===== src/rtl/map_camera_controller.sv =====
// Level camera sequencer: detects level-boundary crossings of the player and runs a
// frame-synchronous slide (offset up, commit level, offset down), plus forced level loads.
module map_camera_controller #(
    parameter int PHY_WIDTH    = 16,
    parameter int CAMERA_WIDTH = 6,
    parameter int LEVEL_HEIGHT = 480,
    parameter int NUM_LEVELS   = 32,
    parameter int OFFSET_MAX   = 32,
    parameter int SCROLL_STEP  = 4
) (
    input  logic                    clk,
    input  logic                    rst_n,
    input  logic                    frame_tick,
    input  logic [PHY_WIDTH-1:0]    player_y,
    input  logic                    load_valid,
    input  logic [CAMERA_WIDTH-1:0] load_level,
    output logic [CAMERA_WIDTH-1:0] camera_y,
    output logic [CAMERA_WIDTH-1:0] camera_offset,
    output logic                    busy,
    output logic                    level_change
);

    typedef enum logic [1:0] {IDLE, RISE, FALL} state_t;

    localparam logic [CAMERA_WIDTH-1:0] LAST_LVL  = CAMERA_WIDTH'(NUM_LEVELS - 1);
    localparam logic [PHY_WIDTH:0]      LH_WIDE   = (PHY_WIDTH + 1)'(LEVEL_HEIGHT);
    localparam logic [PHY_WIDTH-1:0]    LH        = PHY_WIDTH'(LEVEL_HEIGHT);
    localparam logic [31:0]             STEP32    = 32'(SCROLL_STEP);
    localparam logic [31:0]             MAX32     = 32'(OFFSET_MAX);
    localparam logic [CAMERA_WIDTH-1:0] OFF_MAX   = CAMERA_WIDTH'(OFFSET_MAX);
    localparam logic [CAMERA_WIDTH-1:0] OFF_FIRST =
        CAMERA_WIDTH'((SCROLL_STEP < OFFSET_MAX) ? SCROLL_STEP : OFFSET_MAX);

    // Reset asserts asynchronously but releases two clocks later, in step with clk.
    logic [1:0] rst_sync;
    logic       rst_i_n;

    always_ff @(posedge clk or negedge rst_n) begin
        if (!rst_n) rst_sync <= '0;
        else        rst_sync <= {rst_sync[0], 1'b1};
    end

    assign rst_i_n = rst_sync[1];

    state_t                  state, state_nxt;
    logic                    dir, dir_nxt;              // 1 = moving up a level
    logic [PHY_WIDTH-1:0]    base, base_nxt;            // camera_y * LEVEL_HEIGHT
    logic [CAMERA_WIDTH-1:0] cam_nxt, off_nxt;
    logic                    lc_nxt;
    logic                    pending_load;
    logic [CAMERA_WIDTH-1:0] pending_level;

    logic                    load_now;
    logic [CAMERA_WIDTH-1:0] load_src, load_lvl;
    logic                    up_cross, down_cross, at_peak;
    logic [31:0]             off32, rise_sum;
    logic [CAMERA_WIDTH-1:0] rise_off, fall_off;

    // A load arriving on the tick itself is applied on that tick.
    assign load_now = frame_tick && (pending_load || load_valid);
    assign load_src = load_valid ? load_level : pending_level;
    assign load_lvl = (load_src > LAST_LVL) ? LAST_LVL : load_src;

    assign up_cross   = ({1'b0, player_y} >= ({1'b0, base} + LH_WIDE)) && (camera_y < LAST_LVL);
    assign down_cross = (player_y < base) && (camera_y != '0);

    assign off32    = 32'(camera_offset);
    assign rise_sum = off32 + STEP32;
    assign rise_off = CAMERA_WIDTH'((rise_sum > MAX32) ? MAX32 : rise_sum);
    assign fall_off = CAMERA_WIDTH'((off32 > STEP32) ? (off32 - STEP32) : 32'd0);
    assign at_peak  = (camera_offset == OFF_MAX);

    // State register
    always_ff @(posedge clk or negedge rst_i_n) begin
        if (!rst_i_n) begin
            state <= IDLE;
            busy  <= 1'b0;
        end else begin
            state <= state_nxt;
            busy  <= (state_nxt != IDLE);
        end
    end

    // Next-state logic
    always_comb begin
        state_nxt = state;
        if (frame_tick) begin
            if (load_now) begin
                state_nxt = IDLE;
            end else begin
                case (state)
                    IDLE:    if (up_cross || down_cross) state_nxt = RISE;
                    RISE:    if (at_peak) state_nxt = FALL;
                    FALL:    if (fall_off == '0) state_nxt = IDLE;
                    default: state_nxt = IDLE;
                endcase
            end
        end
    end

    // Output / datapath next values
    always_comb begin
        cam_nxt  = camera_y;
        off_nxt  = camera_offset;
        base_nxt = base;
        dir_nxt  = dir;
        lc_nxt   = 1'b0;
        if (frame_tick) begin
            if (load_now) begin
                cam_nxt  = load_lvl;
                base_nxt = PHY_WIDTH'(32'(load_lvl) * 32'(LEVEL_HEIGHT));
                off_nxt  = '0;
                lc_nxt   = 1'b1;
            end else begin
                case (state)
                    IDLE: begin
                        if (up_cross || down_cross) begin
                            dir_nxt = up_cross;
                            off_nxt = OFF_FIRST;
                        end
                    end
                    RISE: begin
                        if (at_peak) begin
                            cam_nxt  = dir ? (camera_y + 1'b1) : (camera_y - 1'b1);
                            base_nxt = dir ? (base + LH) : (base - LH);
                            lc_nxt   = 1'b1;
                        end else begin
                            off_nxt = rise_off;
                        end
                    end
                    FALL:    off_nxt = fall_off;
                    default: off_nxt = '0;
                endcase
            end
        end
    end

    always_ff @(posedge clk or negedge rst_i_n) begin
        if (!rst_i_n) begin
            camera_y      <= '0;
            camera_offset <= '0;
            base          <= '0;
            dir           <= 1'b0;
            level_change  <= 1'b0;
        end else begin
            camera_y      <= cam_nxt;
            camera_offset <= off_nxt;
            base          <= base_nxt;
            dir           <= dir_nxt;
            level_change  <= lc_nxt;
        end
    end

    // Any tick consumes the pending request, since a pending load always applies on it.
    always_ff @(posedge clk or negedge rst_i_n) begin
        if (!rst_i_n) begin
            pending_load  <= 1'b0;
            pending_level <= '0;
        end else begin
            if (frame_tick)      pending_load <= 1'b0;
            else if (load_valid) pending_load <= 1'b1;
            if (load_valid)      pending_level <= load_level;
        end
    end

endmodule

===== config.mk =====
export PLATFORM = sky130hd
export DESIGN_NAME = map_camera_controller
export DESIGN_NICKNAME = d
export VERILOG_FILES = /design/src/rtl/map_camera_controller.sv
export SDC_FILE = /design/constraint.sdc
export NUM_CORES = 1
export LEC_CHECK = 0
export CAP_MARGIN = 15
export CORE_UTILIZATION = 58
export DETAILED_ROUTE_END_ITERATION = 16
export HOLD_SLACK_MARGIN = 0.03
export PLACE_DENSITY_LB_ADDON = 0.25
export SYNTH_ARGS = -nofsm -noshare
export SYNTH_HDL_FRONTEND = slang
export SYNTH_SLANG_ARGS = --single-unit

===== constraint.sdc =====
create_clock -name clk -period 1.55 [get_ports clk]
set_input_delay 0.3875 -clock clk [delete_from_list [all_inputs] [get_ports clk]]
set_output_delay 0.3875 -clock clk [all_outputs]
set_load 0.05 [all_outputs]

==> summary.md, run 1 <==
| Metric | Value |
|---|---|
| Post-synthesis sequential area ratio | `0.251` |
| Tool error | `[ERROR DPL-0033] detailed placement checks failed during check placement.` |
| Cts hold-fix bufs | `0` |
| Largest family of logic cells by synthesized area | `adder cells` |
| Clock buffer depth | `2` |
| Post-Synth XOR/XNOR Area | `0.0570` |
| Synth Area in Compound Gates | `0.207` |
| Placer Congestion | `just under 0.9` |
| Sink Count | `37` |
| Pre-CTS setup slack | `-2660 ps` |
| Post-synthesis cell count | `between 400 and 500` |
| Die Y | `approximately 82 µm` |
| EDFF count, synth | `0` |
| Top FF cell, synth | `dfrtp_1` |
| Std-Cell Rows | `28` |
| Largest cells by area after synthesis | `dfrtp_1 (25%), ha_1 (18%), fa_1 (5.4%), xnor2_1 (3.3%), nor2_1 (3.3%)` |
| Top cells by count, synth | `ha_1 (52), dfrtp_1 (37), nor2_1 (32), inv_1 (28), nand2_1 (26)` |
| FFs w/ async S/R, synth | `1.00` |
| Stop stage | `clock tree synthesis (4_1_cts)` |
| Cell accounting for the most synthesized area | `dfrtp_1` |
| H-tree Lvls | `2` |
| CTS Root Buffer Type | `clkbuf_8` |
| Simple-gate area share of the yosys netlist | `0.171` |
| Count of cell types in the netlist | `a little under 70` |
| CTS Buf Count | `5` |
| Resize count post-CTS | `slightly above 70` |
| Port Buffer Count | `34` |
| Count leader, synth | `ha_1` |
| Post-CTS Setup Bufs | `21` |
| Ports | `40` |
| Die width | `just over 80 µm` |
| Starting Density | `0.612` |
| Adder-cell share of the synthesized area | `0.231` |
| Warnings from Yosys | `0` |
| Multiplexer share of the synthesized area | `0.0323` |
| DP HPWL | `a little under 10000 µm` |
| Status | `did not finish` |
| Post-synthesis cell area | `about 3700 µm²` |
| Number of synthesized register bits | `37` |
| Synth top area share | `0.251` |
| Syn_area_per_cell | `around 9.2 µm²` |
[metrics by stage]
stage	hold slack [ps]	setup TNS, ps	instances	cell area [µm²]	util
3_3_place_gp	290	-34830	631	5330	0.885
3_5_place_dp	303	-38230	631	5330	0.885
2_1_floorplan	91.9	-25520	404	3890	-
[cells by family after synthesis]
group	after synthesis
other	2
multiplexers	11
flip-flops	37
adder cells (fa/ha/maj)	62
AND/OR/NAND/NOR	121
AO/OA/AOI/OAI	106
buffers and inverters	39
XOR/XNOR	24
==> run 2: changes to the inputs <==
--- a/config.mk
+++ b/config.mk
@@ -6,10 +6,9 @@
 export NUM_CORES = 1
 export LEC_CHECK = 0
 export CAP_MARGIN = 15
-export CORE_UTILIZATION = 58
+export CORE_UTILIZATION = 40
 export DETAILED_ROUTE_END_ITERATION = 16
-export HOLD_SLACK_MARGIN = 0.03
-export PLACE_DENSITY_LB_ADDON = 0.25
+export PLACE_DENSITY_LB_ADDON = 0.15
 export SYNTH_ARGS = -nofsm -noshare
 export SYNTH_HDL_FRONTEND = slang
 export SYNTH_SLANG_ARGS = --single-unit
==> run 2 against run 1 <==
The flow now finishes, with violations (setup timing). Synthesized cell count unchanged. Area after synthesis unchanged.
==> summary.md, run 2 <==
| Metric | Value |
|---|---|
| Most used cell, CP | `fa_1` |
| Final net count | `between 600 and 700` |
| CP max FO | `4` |
| Worst path max stage delay | `580 ps` |
| Die width | `98.0 µm (+20%)` |
| Die area | `between 9000 and 10000 µm²` |
| Setup CP Type | `reg -> reg` |
| CTS clk-pin slew, worst paths | `~80 ps` |
| Max capacitance violation total | `0` |
| Area Overhead vs Synth | `65.2%` |
| Worst hold slack | `263 ps` |
| Most frequent cells in the layout | `buf_4 (138), ha_1 (39), dfrtp_1 (32), nor2_1 (27), inv_1 (23)` |
| Largest family of logic cells by synthesized area | `adder cells` |
| Fin crit share | `2.27` |
| Met2 Use GR | `0.416` |
| Pre-CTS setup slack | `-2560 ps (+97.0 ps)` |
| Number of global-route vias before repair | `around 3900` |
| Routed vias/inst | `approximately 5.4` |
| Worst setup margin | `-1960 ps` |
| GRT Total Usage | `0.230` |
| Critical Path Source | `pending_level[5]` |
| N_diodes | `0` |
| Combinational share of power | `0.800` |
| Post-synthesis sequential area ratio | `0.251 (unchanged)` |
| EDFF count, synth | `0 (unchanged)` |
| First-pass GRT wire length | `between 15000 and 20000 µm` |
| Top cells by count, synth | `ha_1 (52), dfrtp_1 (37), nor2_1 (32), inv_1 (28), nand2_1 (26)` |
| Setup crit end | `base[14]` |
| Leakage | `approximately 2.8 nW` |
| Grt ovf | `0` |
| Max Transition Viols Final | `0` |
| Clock buffer depth | `2 (unchanged)` |
| Count leader, synth | `ha_1` |
| Count of cell types in the netlist | `69 (unchanged)` |
| Max FFs per register | `11` |
| R2R depth | `13` |
| Fin. Hold Viols | `0` |
| Std-Cell Rows | `34 (+21%)` |
| Leading cell type in the layout, fill and taps excluded | `buf_4` |
| Die Y | `98.0 µm (+20%)` |
| Sequential Power Share | `0.137` |
| Clock Latency Late Sink | `290 ps` |
| DR DRC count | `0` |
| Gr busiest metal | `met2` |
| Critical path launch point type | `flip-flop` |
| DP HPWL | `7830 µm (-21%)` |
| Post-Synth XOR/XNOR Area | `0.0570 (unchanged)` |
| Syn_area_per_cell | `9.17 µm² (unchanged)` |
| Initial antenna violation count | `0` |
| DR pass1 iterations | `4` |
| Setup-failing EPs final | `28` |
| Fillers | `approximately 670` |
| Core Box Area | `between 8000 and 9000 µm²` |
| Largest cells by area after synthesis | `dfrtp_1 (25%), ha_1 (18%), fa_1 (5.4%), xnor2_1 (3.3%), nor2_1 (3.3%)` |
| Placed Area | `5380 µm² (+0.87%)` |
| Synth Area in Compound Gates | `0.207 (unchanged)` |
| Setup Skew | `between 10 and 15 ps` |
| CTS tree | `built` |
| Final Critical Period | `3510 ps` |
| Warnings from Yosys | `0 (unchanged)` |
| Cts hold-fix bufs | `0 (unchanged)` |
| CP max-delay cell | `fa_1` |
| Sink Count | `37 (unchanged)` |
| RSZ-0062 raised after global routing | `true` |
| Post-synthesis cell count | `402 (unchanged)` |
| Internal cell power | `between 6 and 7 mW` |
| Power Density | `1750 nW/µm²` |
| Max Clk Rate | `285 MHz` |
| Cell accounting for the most synthesized area | `dfrtp_1` |
| Port Buffer Count | `34 (unchanged)` |
| Multiplexer share of the synthesized area | `0.0323 (unchanged)` |
| Worst r2r dst | `base[14]` |
| H-tree Lvls | `2 (unchanged)` |
| Worst path arrival time | `roughly 3700 ps` |
| Number of synthesized register bits | `37 (unchanged)` |
| Adder-cell share of the synthesized area | `0.231 (unchanged)` |
| Synth top area share | `0.251 (unchanged)` |
| Starting Density | `0.418 (-0.193)` |
| Drt initial violations | `roughly 140` |
| Critical R2R Launch | `pending_level[5]` |
| Met1 usage in global routing | `0.288` |
| Post-synthesis cell area | `3680 µm² (unchanged)` |
| Net Sw Frac | `0.425` |
| Design Area, Final | `6090 µm²` |
| CTS Root Buffer Type | `clkbuf_8` |
| Routed vias | `3754` |
| Simple-gate area share of the yosys netlist | `0.171 (unchanged)` |
| Met3 Usage GRT | `0.0265` |
| Avg WL per Cell | `15.3 µm` |
| Top FF cell, synth | `dfrtp_1` |
| Status | `finished with violations` |
| Peak supply drop | `roughly 0.0008 V` |
| Placer Congestion | `0.879 (-1.8%)` |
| Crit. End Element | `flip-flop` |
| FFs w/ async S/R, synth | `1.00 (unchanged)` |
| Required time worst endpoint | `around 1700 ps` |
| Final ANT Viol Nets | `0` |
| Net Sw Power | `between 4 and 5 mW` |
| Clock share of power | `0.063` |
| Hold Crit Class | `in -> async` |
| CTS Buf Count | `5 (unchanged)` |
| WL final | `~11000 µm` |
| Ports | `40 (unchanged)` |
| Worst reg2reg setup slack | `-1960 ps` |
| Crit-path cells | `mux2_4, buf_12, nor2_4, inv_2, fa_1, fa_1, ha_1, a21o_1, a21oi_2, nor2b_2, o31a_1, o31ai_2, o211ai_1` |
| Largest net degree at the start of global routing | `36` |
| Largest register by flop count | `base` |
| Failing checks | `setup timing` |
| Share of cells above drive strength 1 | `0.476` |
[run 2: area by class of cell]
type	count	area, µm²	share of cell area
inverter	28	114	0.0187
sequential	37	935	0.154
tap	108	135	0.0222
multi-input combinational	328	3050	0.501
timing repair buffer	192	1770	0.291
clock inverter	3	17.5	0.00288
clock buffer	5	68.8	0.0113
[run 2: worst max-delay path: cells and delay by family (launching register included)]
family          cells  cell delay [ps]
compound gates      5             1000
fa+ha+maj           3             1340
buf+inv             2              180
flops               1              380
mux                 1              310
simple gates        2              160
[run 2: timing repair]
item | 4_1_cts | 5_1_grt
buffers inserted | 37 | 8
cloned | 0 | 0
endpoints found under the setup margin | 28 | 29
pin swaps | 47 | 30
gates resized for setup | 56 | 30
[run 2: worst min path at each step]
stage	from	endpoint	slack, ps	cells past startpoint
5_1_grt	rst_n	rst_sync[0]	260	1
2_1_floorplan	rst_n	rst_sync[0]	90	0
4_1_cts	rst_n	rst_sync[1]	260	1
3_5_place_dp	rst_sync[1]	pending_level[3]	310	1
3_3_place_gp	rst_sync[1]	camera_y[3]	300	1
6_report	rst_n	rst_sync[1]	260	1
[run 2: per-stage QoR]
step	setup TNS, ps	util	total power [mW]	std cells
4_1_cts	-25870	0.673	10.2	698
3_5_place_dp	-35150	0.611	8.59	663
3_3_place_gp	-34210	0.611	8.46	663
2_1_floorplan	-25520	-	5.70	404
6_report	-27240	0.691	10.7	701
5_1_grt	-30050	0.691	11.5	701
[run 2: kinds of logic (layout without fill, tap and decap cells)]
kind of cell             count (synthesis)  count (layout)
AO/OA/AOI/OAI                          106             106
other                                    2               4
AND/OR/NAND/NOR                        121             121
flip-flops                              37              37
buffers and inverters                   39             228
XOR/XNOR                                24              24
adder cells (fa/ha/maj)                 62              62
multiplexers                            11              11
[run 2: power by group through the flow]
stage | Combinational, mW | Sequential (mW) | Clock, mW
finish | 8.54 | 1.47 | 0.676
global route | 9.27 | 1.50 | 0.744
CTS | 8.06 | 1.46 | 0.692
detailed placement | 7.11 | 1.48 | 0
global placement | 6.99 | 1.47 | 0
floorplan | 3.98 | 1.73 | 0
[run 2: per-layer routing]
metal  vias to the layer above  part of all wire
met5                         -                 0
met3                        12             0.030
li1                       1851                 -
met1                      1818              0.45
met2                        73              0.51
met4                         0             0.014
(Power assumes the default switching activity.)
